**config.mk**
```make
export PLATFORM = sky130hd
export DESIGN_NAME = fir_sample_feeder
export DESIGN_NICKNAME = d
export VERILOG_FILES = /design/src/rtl/fir_sample_feeder.sv
export SDC_FILE = /design/constraint.sdc
export NUM_CORES = 1
export LEC_CHECK = 0
export ABC_CLOCK_PERIOD_IN_PS = 3000
export CELL_PAD_IN_SITES_DETAIL_PLACEMENT = 0
export CELL_PAD_IN_SITES_GLOBAL_PLACEMENT = 1
export CORE_ASPECT_RATIO = 0.8
export CORE_MARGIN = 4
export CORE_UTILIZATION = 40
export DETAILED_ROUTE_END_ITERATION = 7
export GPL_ROUTABILITY_DRIVEN = 0
export PLACE_DENSITY = 0.73
export SLEW_MARGIN = 20
export SYNTH_ARGS = -nofsm -noshare
export SYNTH_HDL_FRONTEND = slang
export SYNTH_SLANG_ARGS = --single-unit
```
**constraint.sdc**
```tcl
create_clock -name clk -period 3 [get_ports clk]
set_input_delay 0.6 -clock clk [delete_from_list [all_inputs] [get_ports clk]]
set_output_delay 0.6 -clock clk [all_outputs]
set_load 0.03 [all_outputs]
```
**src/rtl/fir_sample_feeder.sv**
```systemverilog
// Sample feeder for the 80-tap FIR: FIFO-buffered producer samples, one per 21-cycle frame.
// Optional FIR_FEEDER_HOLD_LAST_EN: on underflow repeat the last sample instead of inserting zero.
module fir_sample_feeder #(
  parameter int DATA_W       = 8,
  parameter int FIFO_DEPTH   = 8,
  parameter int FRAME_CYCLES = 21,
  parameter int PRIME_LVL    = 2
) (
  input  logic                          clk,
  input  logic                          rst_n,
  input  logic                          run_en,
  input  logic                          s_valid,
  input  logic [DATA_W-1:0]             s_data,
  output logic                          s_ready,
  output logic [DATA_W-1:0]             fir_sample,
  output logic                          fir_ready,
  output logic                          frame_strobe,
  output logic [$clog2(FIFO_DEPTH):0]   fifo_level,
  output logic                          underflow,
  input  logic                          clr_flags
);

  localparam int AW = $clog2(FIFO_DEPTH);
  localparam int CW = (FRAME_CYCLES > 1) ? $clog2(FRAME_CYCLES) : 1;
  localparam logic [CW-1:0] LAST_CNT  = CW'(FRAME_CYCLES - 1);
  localparam logic [AW:0]   FULL_LVL  = (AW + 1)'(FIFO_DEPTH);
  localparam logic [AW:0]   PRIME_THR = (AW + 1)'(PRIME_LVL);

  typedef enum logic [1:0] {
    ST_IDLE,
    ST_PRIME,
    ST_RUN
  } state_t;

  state_t              state_reg, state_next;
  logic [CW-1:0]       cnt_reg, cnt_next;
  logic [DATA_W-1:0]   sample_reg, sample_next;
  logic                ready_reg, ready_next;
  logic                strobe_reg;
  logic                underflow_reg, underflow_next;
  logic                s_ready_reg;
  logic [AW-1:0]       wr_ptr_reg, rd_ptr_reg;
  logic [AW:0]         level_reg, level_next;
  logic [DATA_W-1:0]   mem [FIFO_DEPTH];
  logic [DATA_W-1:0]   head;
  logic [DATA_W-1:0]   underflow_val;
  logic                push, pop;

  // s_ready is a registered "not full", so a full FIFO never takes a push even when popping
  assign push = s_valid & s_ready_reg;
  assign head = mem[rd_ptr_reg];

`ifdef FIR_FEEDER_HOLD_LAST_EN
  assign underflow_val = sample_reg;
`else
  assign underflow_val = '0;
`endif

  always_ff @(posedge clk) begin
    if (push) begin
      mem[wr_ptr_reg] <= s_data;
    end
  end

  always_comb begin
    level_next = level_reg;
    case ({push, pop})
      2'b10:   level_next = level_reg + 1'b1;
      2'b01:   level_next = level_reg - 1'b1;
      default: level_next = level_reg;
    endcase
  end

  always_comb begin
    state_next     = state_reg;
    cnt_next       = cnt_reg;
    sample_next    = sample_reg;
    ready_next     = ready_reg;
    underflow_next = underflow_reg & ~clr_flags;
    pop            = 1'b0;
    case (state_reg)
      ST_IDLE: begin
        sample_next = '0;
        ready_next  = 1'b0;
        cnt_next    = '0;
        if (run_en) begin
          state_next = ST_PRIME;
        end
      end
      ST_PRIME: begin
        sample_next = '0;
        ready_next  = 1'b0;
        cnt_next    = '0;
        if (!run_en) begin
          state_next = ST_IDLE;
        end else if (level_reg >= PRIME_THR) begin
          pop         = 1'b1;
          sample_next = head;
          ready_next  = 1'b1;
          state_next  = ST_RUN;
        end
      end
      ST_RUN: begin
        ready_next = 1'b1;
        if (cnt_reg == LAST_CNT) begin
          cnt_next = '0;
          if (!run_en) begin
            state_next  = ST_IDLE;
            ready_next  = 1'b0;
            sample_next = '0;
          end else if (level_reg != '0) begin
            pop         = 1'b1;
            sample_next = head;
          end else begin
            // set has priority over a coincident clr_flags
            underflow_next = 1'b1;
            sample_next    = underflow_val;
          end
        end else begin
          cnt_next = cnt_reg + 1'b1;
        end
      end
      default: begin
        state_next = ST_IDLE;
      end
    endcase
  end

  always_ff @(posedge clk or negedge rst_n) begin
    if (!rst_n) begin
      state_reg     <= ST_IDLE;
      cnt_reg       <= '0;
      sample_reg    <= '0;
      ready_reg     <= 1'b0;
      strobe_reg    <= 1'b0;
      underflow_reg <= 1'b0;
      s_ready_reg   <= 1'b0;
      wr_ptr_reg    <= '0;
      rd_ptr_reg    <= '0;
      level_reg     <= '0;
    end else begin
      state_reg     <= state_next;
      cnt_reg       <= cnt_next;
      sample_reg    <= sample_next;
      ready_reg     <= ready_next;
      strobe_reg    <= (state_next == ST_RUN) && (cnt_next == LAST_CNT);
      underflow_reg <= underflow_next;
      s_ready_reg   <= (level_next != FULL_LVL);
      level_reg     <= level_next;
      if (push) begin
        wr_ptr_reg <= wr_ptr_reg + 1'b1;
      end
      if (pop) begin
        rd_ptr_reg <= rd_ptr_reg + 1'b1;
      end
    end
  end

  assign s_ready      = s_ready_reg;
  assign fir_sample   = sample_reg;
  assign fir_ready    = ready_reg;
  assign frame_strobe = strobe_reg;
  assign fifo_level   = level_reg;
  assign underflow    = underflow_reg;

endmodule

```
==> results of run 1 <==
worst paths after layout:
kind / slack [ns] / startpoint / endpoint / depth (start not counted)
setup / recovery: 0.33 / cnt_reg[0] / s_ready / 13
hold / removal: 0.48 / fir_ready / fir_ready / 1
setup reg to reg: 0.33 / cnt_reg[0] / s_ready / 13
hold reg to reg: 0.48 / fir_ready / fir_ready / 1
max in group asynchronous: 2.05 / rst_n / fir_sample[3] / 2
min in group asynchronous: 0.66 / rst_n / fifo_level[0] / 2
cell usage in the layout, fill, tap and decap left out, types with 2 or more instances in the layout:
master	netlist	routed
mux4_2	16	16
o2bb2ai_1	9	9
o211ai_1	2	2
nand2b_1	5	5
nand3_1	4	4
buf_4	1	14
nand2_1	15	15
clkbuf_16	0	9
a21oi_1	2	2
nor3_1	3	3
inv_1	12	12
inv_6	0	2
mux2i_1	12	12
nor3b_1	2	2
clkdlybuf4s50_1	0	28
xnor2_1	6	6
edfxtp_1	64	64
dfrtp_1	29	29
o21ai_0	7	7
a21o_1	3	3
clkinvlp_4	0	2
nor2_1	12	12
ha_1	11	11
routing by layer:
metal,track usage,vias to the layer above,routed length (um)
met2,0.215,28,3620
met1,0.177,1100,3420
met4,0.0396,0,43
met5,0,-,0
li1,-,1037,-
met3,0.0343,4,219
through the flow:
| step | hold WS, ns | worst slack, ns | power [mW] | util | area (sq um) |
|---|---|---|---|---|---|
| 4_1_cts | 0.488 | 0.295 | 4.48 | 0.495 | 4810 |
| 2_1_floorplan | 0.304 | 0.412 | 2.90 | - | 4020 |
| 3_3_place_gp | 0.464 | 0.0926 | 3.30 | 0.464 | 4510 |
| 6_report | 0.481 | 0.327 | 4.41 | 0.495 | 4810 |
| 5_1_grt | 0.503 | 0.0875 | 4.67 | 0.495 | 4810 |
| 3_5_place_dp | 0.473 | 0.00975 | 3.34 | 0.464 | 4510 |
synthesized netlist by cell type (2+ instances only):
cell	n
dfrtp_1	29
buf_2	3
mux2i_1	12
nand2_1	15
nor3b_1	2
o21ai_0	7
a21o_1	3
o2bb2ai_1	9
nor2_1	12
nand2b_1	5
mux4_2	16
inv_1	12
nor3_1	3
xnor2_1	6
edfxtp_1	64
nand3_1	4
ha_1	11
a21oi_1	2
o211ai_1	2
layout make-up:
type                            count  area (sq um)  area share
Tap cell                          136           170      0.0353
Timing Repair Buffer               42           385      0.0800
Sequential cell                    93          2650       0.550
Multi-Input combinational cell    133          1270       0.263
Clock inverter                      6          71.3      0.0148
Clock buffer                       10           229      0.0476
Inverter                           12          45.0     0.00936
kinds of logic (layout without fill, tap and decap cells):
group,after synthesis,in the layout,synth area share
mux,30,30,0.126
compound gates,34,34,0.0636
buf+inv,19,70,0.0255
fa+ha+maj,12,12,0.0393
simple gates,50,50,0.0710
flops,93,93,0.659
xor+xnor,7,7,0.0153
power groups by stage:
stage	Clock [mW]	Combinational (mW)	Sequential [mW]
6_report	1.13	1.42	1.87
5_1_grt	1.20	1.56	1.90
4_1_cts	1.16	1.45	1.87
3_5_place_dp	0	1.44	1.90
3_3_place_gp	0	1.42	1.89
2_1_floorplan	0	0.993	1.91
worst max-delay path, cell delays in order (launching register included):
cell,delay [ns]
dfrtp_1,0.42
inv_1,0.11
ha_1,0.20
nand4b_4,0.17
nor2_1,0.21
o21ai_2,0.08
inv_1,0.07
ha_1,0.20
inv_1,0.08
fa_1,0.48
nand2b_1,0.07
a21o_1,0.20
nor3b_1,0.18
mux2i_1,0.09
==> results by group, run 1 <==
Timing
  – Post-Route Skew: 0.00860 ns
  – Max Slew Vio Count: 0
  – Portion of the clock cycle consumed by the worst path in the final layout: 0.891
  – Slew at the pin closest to its max-slew limit: roughly 0.83 ns
  – Final-report hold violation count: 0
  – Setup violators final: 0
  – Setup repair after global routing missed its margin: no
  – Worst slew margin relative to its limit: 0.445
  – Post-layout min period: 2.67 ns
  – Sum of negative setup slack: 0 ns
  – Timing-limited maximum frequency: roughly 370 MHz

Global routing
  – Maximum number of pins on one net before global-route repair: 30
  – Wire length of the first global-routing pass: 11.9 mm
  – Gr usage total: 0.133
  – Antenna violations before repair: 0
  – Vias in the first global route: 2252
  – GR Overflow Total: 0

Clock network
  – Hold-fix buffers, CTS: 0
  – # Post-CTS Setup Buffers: 0
  – Clock latency at the later pin of the worst-skew pair: 0.33 ns
  – Num CTS Buffers: 9
  – CTS tree: yes
  – Clock sinks: just over 90
  – Clock Pin Slew Worst Setup and Hold Paths: 0.07 ns
  – Library cell used as clock root buffer: clkbuf_16
  – Depth of the CTS H-tree: 3
  – Resize count post-CTS: 0
  – Maximum buffer depth of the clock tree: 2

Worst setup path
  – Maximum fanout encountered on the critical timing path: 6
  – Arrival time reported for the critical path endpoint: 2.89 ns
  – Required time worst endpoint: 3.22 ns
  – Worst setup SP type: flop
  – Critical Path End Type: flop
  – Critical path start-end classification: flop to flop

Route
  – Number of iterations in the first detailed-routing pass: 4
  – DRC violation count after routing: 0
  – Detailed Route Iter0 Violations: around 90
  – Average wire per standard cell: 16.9 um
  – Number of vias per cell: 5.02
  – Remaining number of nets flagged by the antenna check after routing: 0
  – Final wirelength: 7.31 mm
  – Overall via count from detail_route: 2169

Job
  – Total of max-cap violations: 0

Synth
  – Cell Area, Synth: 4020 sq um
  – Average footprint of a synthesized cell: 16.4 sq um
  – Syn nets: 270
  – Yosys top cell area share: 0.479
  – Gate Count Post-Synth: 245
  – Top_reg_cell synth: edfxtp_1
  – Synth top area cells: edfxtp_1 (48%), dfrtp_1 (18%), mux4_2 (9.0%), ha_1 (3.4%), mux2i_1 (3.0%)
  – Count of warnings emitted by yosys: 0
  – Share of synthesized area occupied by flip-flops and latches: 0.659
  – Netlist cell types: 47
  – Async set-reset flop share out of synthesis: 0.312
  – #FFs+latches synth: 93
  – Area leader, netlist: edfxtp_1
  – EDFF count, synth: 64

Layout
  – Fraction of layout cells with a size suffix above 1: 0.189
  – Number of filler instances in the final layout: a little over 800
  – Flip-flop count of the largest register after layout: 64
  – Final Net Count: approximately 320
  – Filler-free cell count of the finished design: 432
  – Antenna cells: 0
  – Area grow syn2layout: 19.9%

Die
  – Total I/O pin count: 29
  – Core area: 9730 sq um
  – Starting density of the core: 0.413
  – Horizontal die dimension: 120 um
  – DIE HEIGHT: between 90 and 100 um
  – Number of core rows: 32
  – Die footprint: 11700 sq um

Power and ir drop
  – Worst-case vdd ir drop: slightly above 0.3 mV
  – Switching share of power: 0.326
  – Design internal power: 2.97 mW
  – Net switching power figure: roughly 1.4 mW
  – Power density over cell area: 916 nW/um^2
  – Standby leakage power: 1.78 nW
  – Part of the power in registers: 0.423
  – Clock group share of total power: 0.255
  – Combinational share of power: 0.322

Run status
  – Result of the run: completed

Place
  – Quantity of I/O buffers inserted on ports: 28
  – Post-detailed-placement half-perimeter wirelength: just under 5 mm
  – Cells after DPL: 416

Hold path
  – Class of the tightest hold or removal check: flop to flop
Power figures use the tool's default switching activity.
==> inputs of run 2 (changes only) <==
CORE_MARGIN = 2   (was 4)
==> run 2 against run 1 <==
Register-to-register slack got worse by 0.02 ns; final cell count unchanged; critical path type unchanged; clock power down 4%; core utilization grew 0.11 points; wire length unchanged; first-iteration DRC count rose by 91%; largest power group unchanged; clock skew down 0.00091 ns; via count fell by 0.32%; worst setup slack got worse by 0.023 ns; sequential power hardly changed; worst hold slack better by 0.0023 ns; critical path depth did not move.
==> results by group, run 2 (same netlist as run 1, synthesis figures left out) <==
Timing
  – Setup violators final: 0
  – Timing-limited maximum frequency: approximately 370 MHz
  – Sum of negative setup slack: 0 ns
  – Post-layout min period: around 2.7 ns
  – Portion of the clock cycle consumed by the worst path in the final layout: 0.899
  – Max Slew Vio Count: 0
  – Final worst setup slack: around 0.30 ns
  – Final-report hold violation count: 0
  – Smallest hold slack: a little under 0.5 ns
  – Slew at the pin closest to its max-slew limit: around 0.81 ns
  – Post-Route Skew: 0.00769 ns
  – Setup repair after global routing missed its margin: no
  – Worst slew margin relative to its limit: 0.461

Route
  – Number of iterations in the first detailed-routing pass: 5
  – Average wire per standard cell: 16.9 um
  – Final wirelength: 7.31 mm
  – Remaining number of nets flagged by the antenna check after routing: 0
  – Number of vias per cell: 5.00
  – Overall via count from detail_route: 2162
  – Detailed Route Iter0 Violations: 170
  – DRC violation count after routing: 0

Worst setup path
  – Critical Path End Type: flop
  – Arrival time reported for the critical path endpoint: ~2.9 ns
  – Worst setup SP type: flop
  – Critical path start-end classification: flop to flop
  – Required time worst endpoint: 3.22 ns
  – Maximum fanout encountered on the critical timing path: 6

Clock network
  – Clock latency at the later pin of the worst-skew pair: 0.34 ns
  – Maximum buffer depth of the clock tree: 2
  – Library cell used as clock root buffer: clkbuf_16
  – # Post-CTS Setup Buffers: 0
  – Clock sinks: 93
  – Depth of the CTS H-tree: 3
  – Num CTS Buffers: 9
  – Resize count post-CTS: 0
  – Clock Pin Slew Worst Setup and Hold Paths: 0.07 ns
  – CTS tree: yes
  – Hold-fix buffers, CTS: 0

Power and ir drop
  – Worst-case vdd ir drop: between 0.4 and 0.5 mV
  – Standby leakage power: 1.78 nW
  – Power density over cell area: 909 nW/um^2
  – Design Power: 4.37 mW

Job
  – Total of max-cap violations: 0

Place
  – Cells after DPL: about 420
  – Placed standard-cell area: 4510 sq um
  – Worst Setup Slack post-DPL: a little over 0.05 ns
  – Quantity of I/O buffers inserted on ports: 28
  – Post-detailed-placement half-perimeter wirelength: roughly 4.8 mm

Die
  – Horizontal die dimension: 116 um
  – Number of core rows: 32
  – Core area: 9690 sq um
  – Die footprint: 10900 sq um
  – DIE HEIGHT: ~94 um
  – Starting density of the core: 0.415
  – Total I/O pin count: 29

Layout
  – Filler-free cell count of the finished design: roughly 430
  – Antenna cells: 0
  – Total area of multi-input combinational cells: between 1000 and 1500 sq um
  – Final Net Count: between 300 and 400
  – Most common library cell in the layout ignoring fill and taps: edfxtp_1
  – Core Util, Final: 0.496
  – Flip-flop count of the largest register after layout: 64
  – Final non-filler cell area: 4810 sq um
  – Sequential cell area in the final layout: 2650 sq um
  – Area grow syn2layout: 19.7%
  – Fraction of layout cells with a size suffix above 1: 0.193
  – Number of filler instances in the final layout: 847
  – Commonest cells after routing, fill and taps aside: edfxtp_1 (64), dfrtp_1 (29), clkdlybuf4s50_1 (28)

Global routing
  – Antenna violations before repair: 0
  – Vias in the first global route: approximately 2100
  – Wire length of the first global-routing pass: 11.5 mm
  – GR Overflow Total: 0
  – Gr usage total: 0.147
  – Maximum number of pins on one net before global-route repair: 30

Run status
  – Result of the run: completed

Hold path
  – Class of the tightest hold or removal check: flop to flop
## run 2: cell types whose count changed in the layout (fill, tap and decap cells not counted)
cell and change:
clkbuf_1 -1, inv_8 +3, bufinv_16 -1, clkinv_4 +1, inv_6 -2
## run 2: worst paths after layout
| path | startpoint | end | slack (ns) | depth (start not counted) |
|---|---|---|---|---|
| setup / recovery | cnt_reg[0] | s_ready | 0.30 | 13 |
| hold / removal | fir_ready | fir_ready | 0.48 | 1 |
| max in group asynchronous | rst_n | frame_strobe | 2.06 | 2 |
| hold reg to reg | fir_ready | fir_ready | 0.48 | 1 |
| setup reg to reg | cnt_reg[0] | s_ready | 0.30 | 13 |
| min in group asynchronous | rst_n | fifo_level[0] | 0.65 | 2 |
## run 2: critical path, stage by stage (launching register included)
cell and delay (ns):
dfrtp_1 0.42, inv_1 0.11, ha_1 0.21, nand4b_4 0.18, nor2_1 0.22, o21ai_2 0.08, inv_1 0.06, ha_1 0.20
inv_1 0.08, fa_1 0.48, nand2b_1 0.07, a21o_1 0.19, nor3b_1 0.18, mux2i_1 0.09
## run 2: per-layer routing
metal  up-vias  share of wire  GRT usage
met2        29           0.46      0.224
li1       1041              -          -
met5         -              0          0
met1      1085           0.50      0.205
met4         0         0.0093     0.0387
met3         7          0.033     0.0454
## run 2: power breakdown
group	internal, mW	total [mW]	switching [mW]
combinational	0.681	1.40	0.723
sequential	1.64	1.89	0.250
clock	0.581	1.08	0.497
total	2.90	4.37	1.47
## run 2: area by class of cell
cell class | count | share of cell area
timing repair buffer | 42 | 0.0802
tap | 136 | 0.0354
clock buffer | 9 | 0.0469
sequential | 93 | 0.551
clock inverter | 7 | 0.0138
multi-input combinational | 133 | 0.263
inverter | 12 | 0.00937
==> inputs of run 3 (changes only) <==
CORE_MARGIN = 1.5   (was 2)
==> run 3 against run 2 <==
Global-route usage rose by 0.55 points; largest power group unchanged; cell area increased by 0.34%; clock skew is 0.00067 ns lower; final cell count did not move; wire length is 0.33% lower; critical endpoint unchanged; sequential share of layout area down 0.19 points.
==> results by group, run 3 (same netlist as run 1, synthesis figures left out) <==
Run status
  – Result of the run: completed

Layout
  – Most common library cell in the layout ignoring fill and taps: edfxtp_1
  – Total area of multi-input combinational cells: 1270 sq um
  – Commonest cells after routing, fill and taps aside: edfxtp_1 (64), dfrtp_1 (29), clkdlybuf4s50_1 (28)
  – Fraction of layout cells with a size suffix above 1: 0.196
  – Core Util, Final: 0.498
  – Number of filler instances in the final layout: 837
  – Final Net Count: around 320
  – Area grow syn2layout: 20.1%
  – Sequential cell area in the final layout: 2650 sq um
  – Final non-filler cell area: 4820 sq um
  – Antenna cells: 0
  – Flip-flop count of the largest register after layout: 64
  – Filler-free cell count of the finished design: 432

Worst setup path
  – Maximum fanout encountered on the critical timing path: 6
  – Worst path bufs/invs: 3
  – Peak per-stage delay on the critical path: 0.48 ns
  – Arrival time reported for the critical path endpoint: 2.96 ns
  – Category of cells accounting for the largest share of critical-path delay: adder cells
  – Required time worst endpoint: 3.21 ns
  – Slowest-stage cell, CP: fa_1
  – Crit path top cell by count: inv_1
  – Worst setup SP type: flop
  – Cell Chain, Critical Path: inv_1 > ha_1 > nand4b_4 > nor2_1 > o21ai_2 > inv_1 > ha_1 > inv_1 > fa_1 > nand2b_1 > a21o_1 > nor3b_1 > mux2i_1
  – Critical path start-end classification: flop to flop
  – Critical Path End Type: flop

Die
  – Die footprint: 10700 sq um
  – Number of core rows: 32
  – Core area: 9690 sq um
  – Total I/O pin count: 29
  – Horizontal die dimension: approximately 120 um
  – Starting density of the core: 0.415
  – DIE HEIGHT: 92.6 um

Timing
  – Worst slew margin relative to its limit: 0.475
  – Setup violators final: 0
  – Max Slew Vio Count: 0
  – Portion of the clock cycle consumed by the worst path in the final layout: 0.916
  – Smallest hold slack: 0.479 ns
  – Final worst setup slack: 0.253 ns
  – Slew at the pin closest to its max-slew limit: roughly 0.79 ns
  – Timing-limited maximum frequency: 364 MHz
  – Post-layout min period: 2.75 ns
  – Final-report hold violation count: 0
  – Post-Route Skew: 0.00702 ns
  – Sum of negative setup slack: 0 ns

Route
  – Number of vias per cell: between 5 and 6
  – Detailed Route Iter0 Violations: roughly 150
  – Average wire per standard cell: ~17 um
  – Number of iterations in the first detailed-routing pass: 4
  – Overall via count from detail_route: 2188
  – DRC violation count after routing: 0
  – Remaining number of nets flagged by the antenna check after routing: 0
  – Final wirelength: 7.28 mm

Global routing
  – GR Overflow Total: 0
  – Antenna violations before repair: 0
  – Maximum number of pins on one net before global-route repair: 30
  – Gr usage total: 0.152
  – Vias in the first global route: 2217
  – Wire length of the first global-routing pass: 12.0 mm

Power and ir drop
  – Worst-case vdd ir drop: 0.337 mV
  – Design Power: 4.42 mW
  – Power density over cell area: 916 nW/um^2
  – Standby leakage power: 1.78 nW

Clock network
  – Maximum buffer depth of the clock tree: 2
  – Depth of the CTS H-tree: 3
  – Clock latency at the later pin of the worst-skew pair: about 0.33 ns
  – CTS tree: yes
  – Clock Pin Slew Worst Setup and Hold Paths: 0.07 ns
  – Library cell used as clock root buffer: clkbuf_16
  – Clock sinks: 93
  – Hold-fix buffers, CTS: 0
  – Num CTS Buffers: 9

Place
  – Worst Setup Slack post-DPL: between 0.02 and 0.025 ns
  – Quantity of I/O buffers inserted on ports: 28
  – Placed standard-cell area: ~4500 sq um
  – Post-detailed-placement half-perimeter wirelength: 4.86 mm
  – Cells after DPL: approximately 420

Hold path
  – Class of the tightest hold or removal check: flop to flop

Job
  – Total of max-cap violations: 0
==> run 3: final cells by class <==
cell class                      count  share of cell area
Sequential cell                    93               0.549
Multi-Input combinational cell    133               0.263
Clock inverter                      6              0.0112
Timing Repair Buffer               42              0.0799
Clock buffer                       10              0.0519
Inverter                           12             0.00934
Tap cell                          136              0.0353
==> run 3: repair_timing <==
| item | CTS | global route |
|---|---|---|
| gates resized for setup | 0 | 1 |
| endpoints found under the hold margin | 0 | 0 |
| buffers inserted | 0 | 0 |
| endpoints found under the setup margin | 0 | 1 |
==> run 3: path summary, 6_finish.rpt <==
check / slack [ns] / endpoint / from / cells past startpoint
setup / recovery: 0.25 / s_ready / cnt_reg[0] / 13
hold / removal: 0.48 / fir_ready / fir_ready / 1
setup reg to reg: 0.25 / s_ready / cnt_reg[0] / 13
hold reg to reg: 0.48 / fir_ready / fir_ready / 1
max in group asynchronous: 2.06 / fir_sample[7] / rst_n / 2
min in group asynchronous: 0.66 / fifo_level[2] / rst_n / 2
==> run 3: routing by layer <==
layer | share of wire | global-route usage | vias to the layer above
li1 | - | - | 1037
met1 | 0.50 | 0.225 | 1107
met2 | 0.46 | 0.228 | 38
met3 | 0.030 | 0.0334 | 6
met4 | 0.0096 | 0.0401 | 0
met5 | 0 | 0 | -
==> run 3: where the power goes <==
group / total, mW / internal, mW / leakage [nW] / switching, mW
registers: 1.89 / 1.64 / 0.957 / 0.249
logic: 1.41 / 0.683 / 0.682 / 0.724
clock network: 1.12 / 0.625 / 0.140 / 0.497
total: 4.42 / 2.95 / 1.78 / 1.47
